File: config.mk
export PLATFORM = sky130hd
export DESIGN_NAME = regfile_16x32_flat
export DESIGN_NICKNAME = d
export VERILOG_FILES = /design/src/rtl/regfile_pkg.sv /design/src/rtl/regfile_16x32_if.sv /design/src/rtl/regfile_rd_port.sv /design/src/rtl/regfile_16x32.sv /design/src/flat_wrapper.sv
export SDC_FILE = /design/constraint.sdc
export NUM_CORES = 1
export LEC_CHECK = 0
export ABC_AREA = 1
export BUFFER_PORTS_ARGS = -buffer_cell sky130_fd_sc_hd__buf_2
export CAP_MARGIN = 25
export CORE_MARGIN = 4
export CORE_UTILIZATION = 40
export DETAILED_ROUTE_END_ITERATION = 12
export HOLD_SLACK_MARGIN = 0.05
export SLEW_MARGIN = 20
export SYNTH_ARGS = -nofsm -noshare
export SYNTH_HDL_FRONTEND = slang
export SYNTH_SLANG_ARGS = --single-unit
File: constraint.sdc
create_clock -name clk -period 20.9 [get_ports clk]
set_clock_uncertainty 0.2 [all_clocks]
set_input_delay 4.18 -clock clk [delete_from_list [all_inputs] [get_ports clk]]
set_output_delay 4.18 -clock clk [all_outputs]
set_load 0.02 [all_outputs]
File: src/rtl/regfile_pkg.sv
// regfile_pkg: shared constants and types for the 16x32 register file
package regfile_pkg;
  localparam int DATA_W_DEF = 32;
  localparam int NREG_DEF = 16;
  localparam int AW = 4;
  typedef logic [AW-1:0] reg_addr_t;
  typedef logic [DATA_W_DEF-1:0] reg_data_t;
  localparam reg_addr_t ZERO_ADDR = 4'd0;
endpackage

File: src/rtl/regfile_16x32_if.sv
// regfile_16x32_if: write-back, operand-read and debug signals of the register file
interface regfile_16x32_if #(
  parameter int DATA_W = 32,
  parameter int NREG = 16,
  parameter int CNT_W = 16
);
  import regfile_pkg::*;
  logic we;
  reg_addr_t waddr;
  logic [DATA_W-1:0] wdata;
  reg_addr_t raddr1;
  reg_addr_t raddr2;
  logic [DATA_W-1:0] rdata1;
  logic [DATA_W-1:0] rdata2;
  logic [NREG-1:0] valid_map;
  logic [CNT_W-1:0] wr_count;
  modport master (output we, waddr, wdata, raddr1, raddr2, input rdata1, rdata2, valid_map, wr_count);
  modport slave (input we, waddr, wdata, raddr1, raddr2, output rdata1, rdata2, valid_map, wr_count);
endinterface

File: src/rtl/regfile_rd_port.sv
// regfile_rd_port: one combinational read port with r0 forcing
// and, under REGFILE_WRITE_BYPASS_EN, same-cycle write-through from the write port
module regfile_rd_port import regfile_pkg::*; #(
  parameter int DATA_W = DATA_W_DEF,
  parameter int NREG = NREG_DEF,
  parameter int ZERO_REG = 1
) (
  input logic [NREG-1:0][DATA_W-1:0] regs,
  input reg_addr_t raddr,
`ifdef REGFILE_WRITE_BYPASS_EN
  input logic we,
  input reg_addr_t waddr,
  input logic [DATA_W-1:0] wdata,
`endif
  output logic [DATA_W-1:0] rdata
);
  logic is_zero;
  assign is_zero = (ZERO_REG != 0) && (raddr == ZERO_ADDR);
`ifdef REGFILE_WRITE_BYPASS_EN
  // r0 forcing takes priority, so a suppressed r0 write is never forwarded
  always_comb rdata = is_zero ? '0 : (we && waddr == raddr) ? wdata : regs[raddr];
`else
  always_comb rdata = is_zero ? '0 : regs[raddr];
`endif
endmodule

File: src/rtl/regfile_16x32.sv
// regfile_16x32: MIPS-style 2R1W register file with written-since-reset bitmap and write counter
// optional same-cycle write bypass when REGFILE_WRITE_BYPASS_EN is defined
module regfile_16x32 import regfile_pkg::*; #(
  parameter int DATA_W = DATA_W_DEF,
  parameter int NREG = NREG_DEF,
  parameter int ZERO_REG = 1,
  parameter int CNT_W = 16
) (
  input logic clk,
  input logic rst,
  regfile_16x32_if.slave bus
);
  logic [NREG-1:0][DATA_W-1:0] regs;
  logic [NREG-1:0] valid_map;
  logic [CNT_W-1:0] wr_count;
  logic commit;
  assign commit = bus.we && !((ZERO_REG != 0) && (bus.waddr == ZERO_ADDR));
  always_ff @(posedge clk or posedge rst)
    if (rst) begin
      regs <= '0;
      valid_map <= NREG'(ZERO_REG != 0);
      wr_count <= '0;
    end else if (commit) begin
      regs[bus.waddr] <= bus.wdata;
      valid_map[bus.waddr] <= 1'b1;
      wr_count <= wr_count + CNT_W'(1);
    end
  assign bus.valid_map = valid_map;
  assign bus.wr_count = wr_count;
  regfile_rd_port #(.DATA_W(DATA_W), .NREG(NREG), .ZERO_REG(ZERO_REG)) u_rd1 (
    .regs(regs),
    .raddr(bus.raddr1),
`ifdef REGFILE_WRITE_BYPASS_EN
    .we(commit),
    .waddr(bus.waddr),
    .wdata(bus.wdata),
`endif
    .rdata(bus.rdata1)
  );
  regfile_rd_port #(.DATA_W(DATA_W), .NREG(NREG), .ZERO_REG(ZERO_REG)) u_rd2 (
    .regs(regs),
    .raddr(bus.raddr2),
`ifdef REGFILE_WRITE_BYPASS_EN
    .we(commit),
    .waddr(bus.waddr),
    .wdata(bus.wdata),
`endif
    .rdata(bus.rdata2)
  );
endmodule

File: src/flat_wrapper.sv
// flat-port wrapper written by rule: the top's interface ports become plain ports
module regfile_16x32_flat import regfile_pkg::*;
#(
  parameter int DATA_W = DATA_W_DEF,
  parameter int NREG = NREG_DEF,
  parameter int ZERO_REG = 1,
  parameter int CNT_W = 16
)
  (clk, rst, bus_we, bus_waddr, bus_wdata, bus_raddr1, bus_raddr2, bus_rdata1, bus_rdata2, bus_valid_map, bus_wr_count);
  regfile_16x32_if #(.DATA_W(DATA_W), .NREG(NREG), .CNT_W(CNT_W)) bus_i ();
  input logic clk;
  input logic rst;
  input wire logic [$bits(bus_i.we)-1:0] bus_we;
  input wire logic [$bits(bus_i.waddr)-1:0] bus_waddr;
  input wire logic [$bits(bus_i.wdata)-1:0] bus_wdata;
  input wire logic [$bits(bus_i.raddr1)-1:0] bus_raddr1;
  input wire logic [$bits(bus_i.raddr2)-1:0] bus_raddr2;
  output wire logic [$bits(bus_i.rdata1)-1:0] bus_rdata1;
  output wire logic [$bits(bus_i.rdata2)-1:0] bus_rdata2;
  output wire logic [$bits(bus_i.valid_map)-1:0] bus_valid_map;
  output wire logic [$bits(bus_i.wr_count)-1:0] bus_wr_count;
  assign bus_i.we = bus_we;
  assign bus_i.waddr = bus_waddr;
  assign bus_i.wdata = bus_wdata;
  assign bus_i.raddr1 = bus_raddr1;
  assign bus_i.raddr2 = bus_raddr2;
  assign bus_rdata1 = bus_i.rdata1;
  assign bus_rdata2 = bus_i.rdata2;
  assign bus_valid_map = bus_i.valid_map;
  assign bus_wr_count = bus_i.wr_count;
  regfile_16x32 #(.DATA_W(DATA_W), .NREG(NREG), .ZERO_REG(ZERO_REG), .CNT_W(CNT_W)) u_core (.clk(clk), .rst(rst), .bus(bus_i));
endmodule
Yosys cells after proc, flatten, opt, wreduce, memory -nomap -nowiden
Cells that the tools add are included.

Register bits after elaboration: 544. Input port bits: 47. Output and inout bits: 96. Word-level logic and storage cells: 41.

Add/sub/neg operators: 1. Order comparisons: 4. Mux-type cells: 11. Bitwise operators: 1. Reductions and logical operators: 6.

Operators with widths (number): bitwise mux 512 bit (1); binary-select mux 32 bit (select 4 bit) (2); two-way mux 32 bit (5); demux 32 bit (select 4 bit) (1); adder 16 x 1 -> 16 bit (second input constant) (1); bitwise OR 16 bit (1); < comparator 4 x 5 -> 1 bit (second input constant) (3); logical NOT 4 bit (3); demux 1 bit (select 4 bit) (1); >= comparator 4 x 1 -> 1 bit (second input constant) (1); logical AND 1 bit (2); logical NOT 1 bit (1); two-way mux 1 bit (1).

Longest topological paths before layout
Depth in word-level cells: 5. Depth in mapped cells: 11. Depth with buffers taken out: 8.

Modules after synthesis
Synthesis repeated with hierarchy kept, for this count alone.

Cell total of the unflattened synthesis: 5261. Area total of the unflattened synthesis: 33469.6 um^2.

By module, submodules not included: regfile_16x32 (instances 1, cells each 2031, area an instance 20029.2 um^2, sequential area each 13614.3 um^2); regfile_rd_port (instances 2, cells each 1615, area an instance 6720.2 um^2, sequential area each 0.0 um^2).

Least setup slack after synthesis
Ideal clock, no wire load.

Path type: input-to-output. Start point: input bus_raddr2[0]. End point: output bus_rdata2[0]. Data arrival time: 5.305 ns. Required time: 16.520 ns. Setup slack: 11.215 ns. Stages: 10. Buffers on the path: 3. Path through: buf_4 buf_2 buf_2 nand2_1 nand3_1 nand2_1 nand2_1 nand2_1 inv_1 a21oi_1.

Cells in the longest elaborated chain, start to end: 3. Elaborated cells on any way between the ends: 4. Those cells by class: 3 x mux; 1 x reduce/logical.

RTL lines: start: declaration (line flat_wrapper.sv:17) `input wire logic [$bits(bus_i.raddr2)-1:0] bus_raddr2;`; binary-select mux 32 bit (select 4 bit) (line regfile_rd_port.sv:23) `always_comb rdata = is_zero ? '0 : regs[raddr];`; two-way mux 32 bit (not written as such) (line regfile_rd_port.sv:23); two-way mux 32 bit * (line regfile_rd_port.sv:23); end: declaration (line flat_wrapper.sv:19) `output wire logic [$bits(bus_i.rdata2)-1:0] bus_rdata2;`.

Every way passes the cells marked *; elsewhere a longest branch is shown, timed or not. The select of a mux whose other input is x is not followed.

Worst setup path after layout
Start point: input bus_raddr1[1]. End point: output bus_rdata1[28].

Cells in the longest elaborated chain, start to end: 3. Elaborated cells on any way between the ends: 4. Those cells by class: 3 x mux; 1 x reduce/logical.

RTL lines: start: declaration (line flat_wrapper.sv:16) `input wire logic [$bits(bus_i.raddr1)-1:0] bus_raddr1;`; binary-select mux 32 bit (select 4 bit) (line regfile_rd_port.sv:23); two-way mux 32 bit (not written as such) (line regfile_rd_port.sv:23); two-way mux 32 bit * (line regfile_rd_port.sv:23); end: declaration (line flat_wrapper.sv:18) `output wire logic [$bits(bus_i.rdata1)-1:0] bus_rdata1;`.

Marks and branches as above.

==> run_results.csv <==
group,metric,value,unit
run_status,status,"finished clean",
layout,drive_gt1_frac,0.0813,
route,vias_per_cell,5.30,
global_route,grt_pass1_wl,176,mm
sta,tightest_slew,1120,ps
worst_setup_path,path_max_fanout,73,
worst_setup_path,path_cells,"buf_6, inv_4, buf_4, nand3_1, nand2_1, nand2_1, nand2_1, inv_1, a21oi_1, buf_2",
global_route,grt_usage,0.267,
place,port_buffers,142,
sta,rsz0062_at_grt,"false",
logic_synthesis,synth.cell_area,31900,um^2
layout,fillCellCount,8148,
logic_synthesis,ys_seq_area_frac,0.427,
pwr,p_switching,1120,uW
logic_synthesis,ys_seq_elements,544,
sta,fmaxAchievable,83.3,MHz
route,firstDrtPassIters,8,
place,dp.cells,5622,
layout,final_cell_mix,"nand2_1 (1863), nand3_1 (711), inv_1 (632), dfrtp_1 (543), o21ai_0 (354)",
pwr,p_int,2220,uW
layout,finalNonFillerCells,5744,
route,drc,0,
pwr,p_leak,0.0182,uW
worst_setup_path,cp_slowest_cell,"buf_4",
clock_tree,path_clk_slew,60,ps
clock_tree,clkSinkCount,544,
pwr,pwr_density_cell,95.9,nW/um^2
worst_setup_path,slowest_delay,980,ps
logic_synthesis,synth_ff_type,"dfrtp_1",
layout,final_util,0.442,
clock_tree,clock_path_buffers,3,
job,cap_violations,0,
worst_setup_path,start_kind,"input port",
sta,finalSetupViolCount,0,
floorplan,die_h,290,um
logic_synthesis,synth_edf_count,0,
clock_tree,post_cts_buffers,0,
route,routed_wl,115,mm
clock_tree,ctsResizeCount,0,
pwr,p_comb_frac,0.246,
sta,slew_violations,0,
worst_setup_path,end_kind,"primary output",
floorplan,die-area,84300,um^2
sta,hold_viol_final,0,
worst_setup_path,crit_required,16520,ps
clock_tree,hold_buffers,0,
place,place_area,32700,um^2
sta,hold_slack,163,ps
floorplan,initial_core_util,0.404,
layout,syn2layout_area_growth,9.40,%
logic_synthesis,netlist-cell-type-count,28,
route,wl_per_cell,20.0,um
clock_tree,htreeDepth,3,
floorplan,core,79000,um^2
route,ant_nets,0,
clock_tree,clk_latency,600,ps
logic_synthesis,syn_inst,4756,
clock_tree,cts_tree,"yes",
clock_tree,clockRootBuffer,"clkbuf_16",
layout,finalNetCount,4691,
min_path,min_path_type,"register to register",
logic_synthesis,async_reset_ff_frac,1.00,
layout,stdcell_area,34900,um^2
clock_tree,numCtsBuffers,67,
floorplan,die_w,290,um
global_route,grt_overflow,0,
floorplan,rows,103,
sta,fin_crit,12000,ps
pwr,peakVddDrop,0.0618,mV
layout,final_common_cell,"nand2_1",
logic_synthesis,syn_avg_cell_area,6.71,um^2
sta,fin_crit_sh,0.574,
place,place_hpwl,63.8,mm
pwr,swShare,0.336,
sta,final.setup.tns,0,ps
global_route,grt_pass1_vias,28750,
worst_setup_path,crit_path_frequent_cell,"nand2_1",
route,drt_iter0_markers,3519,
pwr,p_seq_frac,0.406,
global_route,grt_max_degree,166,
worst_setup_path,critPathArrivalTime,7620,ps
worst_setup_path,critPathKind,"input port to primary output",
route,num_vias,30416,
logic_synthesis,yosysWarnings,0,
sta,relSlewSlack,0.256,
pwr,clkPwrFrac,0.348,
place,gp_congestion,0.830,
global_route,antenna_found_initial,6,
logic_synthesis,synthesis.nets,4804,
floorplan,ios,143,
area by class of cell:
class | count | area, um^2 | area share
multi-input combinational | 3189 | 14000 | 0.402
inverter | 642 | 2440 | 0.0699
clock inverter | 12 | 120 | 0.00344
timing repair buffer | 199 | 1350 | 0.0386
antenna | 5 | 12.5 | 0.000359
tap | 1050 | 1310 | 0.0377
sequential | 544 | 13600 | 0.390
clock buffer | 103 | 2030 | 0.0583
path summary, 6_finish.rpt:
path	startpoint	to	slack, ps	cells past startpoint
max	bus_raddr1[1]	bus_rdata1[28]	8900	10
min	u_core.bus.valid_map[0]	u_core.bus.valid_map[0]	160	0
max reg2reg	u_core.bus.wr_count[0]	u_core.bus.wr_count[14]	19110	8
min reg2reg	u_core.bus.valid_map[0]	u_core.bus.valid_map[0]	160	0
max in group asynchronous	rst	u_core.regs[48]	14330	5
min in group asynchronous	rst	u_core.bus.valid_map[15]	3520	2
cells in the mapped netlist, types with 13 or more instances:
cell type  number  area (um^2)
nand2_1      1863         6990
o21ai_0       354         1770
nor2_1         28          105
a21oi_1        64          320
dfrtp_1       543        13600
o21ai_2        40          350
buf_6          29          327
inv_1         635         2380
o21ai_1        89          445
clkbuf_1      106          398
nand3_1       714         3570
buf_4          30          225
buf_2         202         1010
buf_1          13         48.8
cell families (layout without fill, tap and decap cells):
| family | count (synthesis) | in the layout | share of synthesized area |
|---|---|---|---|
| AO/OA/AOI/OAI | 547 | 547 | 0.0906 |
| XOR/XNOR | 10 | 10 | 0.00275 |
| adder cells (fa/ha/maj) | 1 | 1 | 0.000392 |
| buffers and inverters | 1023 | 956 | 0.139 |
| flip-flops | 544 | 544 | 0.427 |
| other | 0 | 5 | 0 |
| AND/OR/NAND/NOR | 2631 | 2631 | 0.341 |
sequential cells by signal (all words and copies together), names as in the netlist:
register and cells:
u_core.bus.valid_map 16, u_core.bus.wr_count 16, u_core.regs 512
power groups by stage:
stage	sequential [uW]	combinational, uW	clock, uW
floorplan	1370	592	0
global route	1380	938	1230
global placement	1370	801	0
detailed placement	1370	814	0
CTS	1360	818	1190
finish	1360	823	1160
per-layer routing:
metal | global-route usage | routed length, um | vias to the layer above
met3 | 0.0588 | 11500 | 298
li1 | - | - | 14428
met2 | 0.420 | 51200 | 1477
met5 | 0 | 11 | -
met1 | 0.357 | 47300 | 14211
met4 | 0.111 | 5010 | 2
critical path, delay by kind of cell:
kind | cells | cell delay [ps]
buffers and inverters | 5 | 2350
AO/OA/AOI/OAI | 1 | 630
AND/OR/NAND/NOR | 4 | 400
metrics by stage:
stage	total power, uW	setup WS (ps)
after global routing	3550	8850
after floorplan	1960	1310
after global placement	2170	8950
after detailed placement	2190	9050
after CTS	3360	9040
final	3340	8900
(Power assumes the default switching activity.)
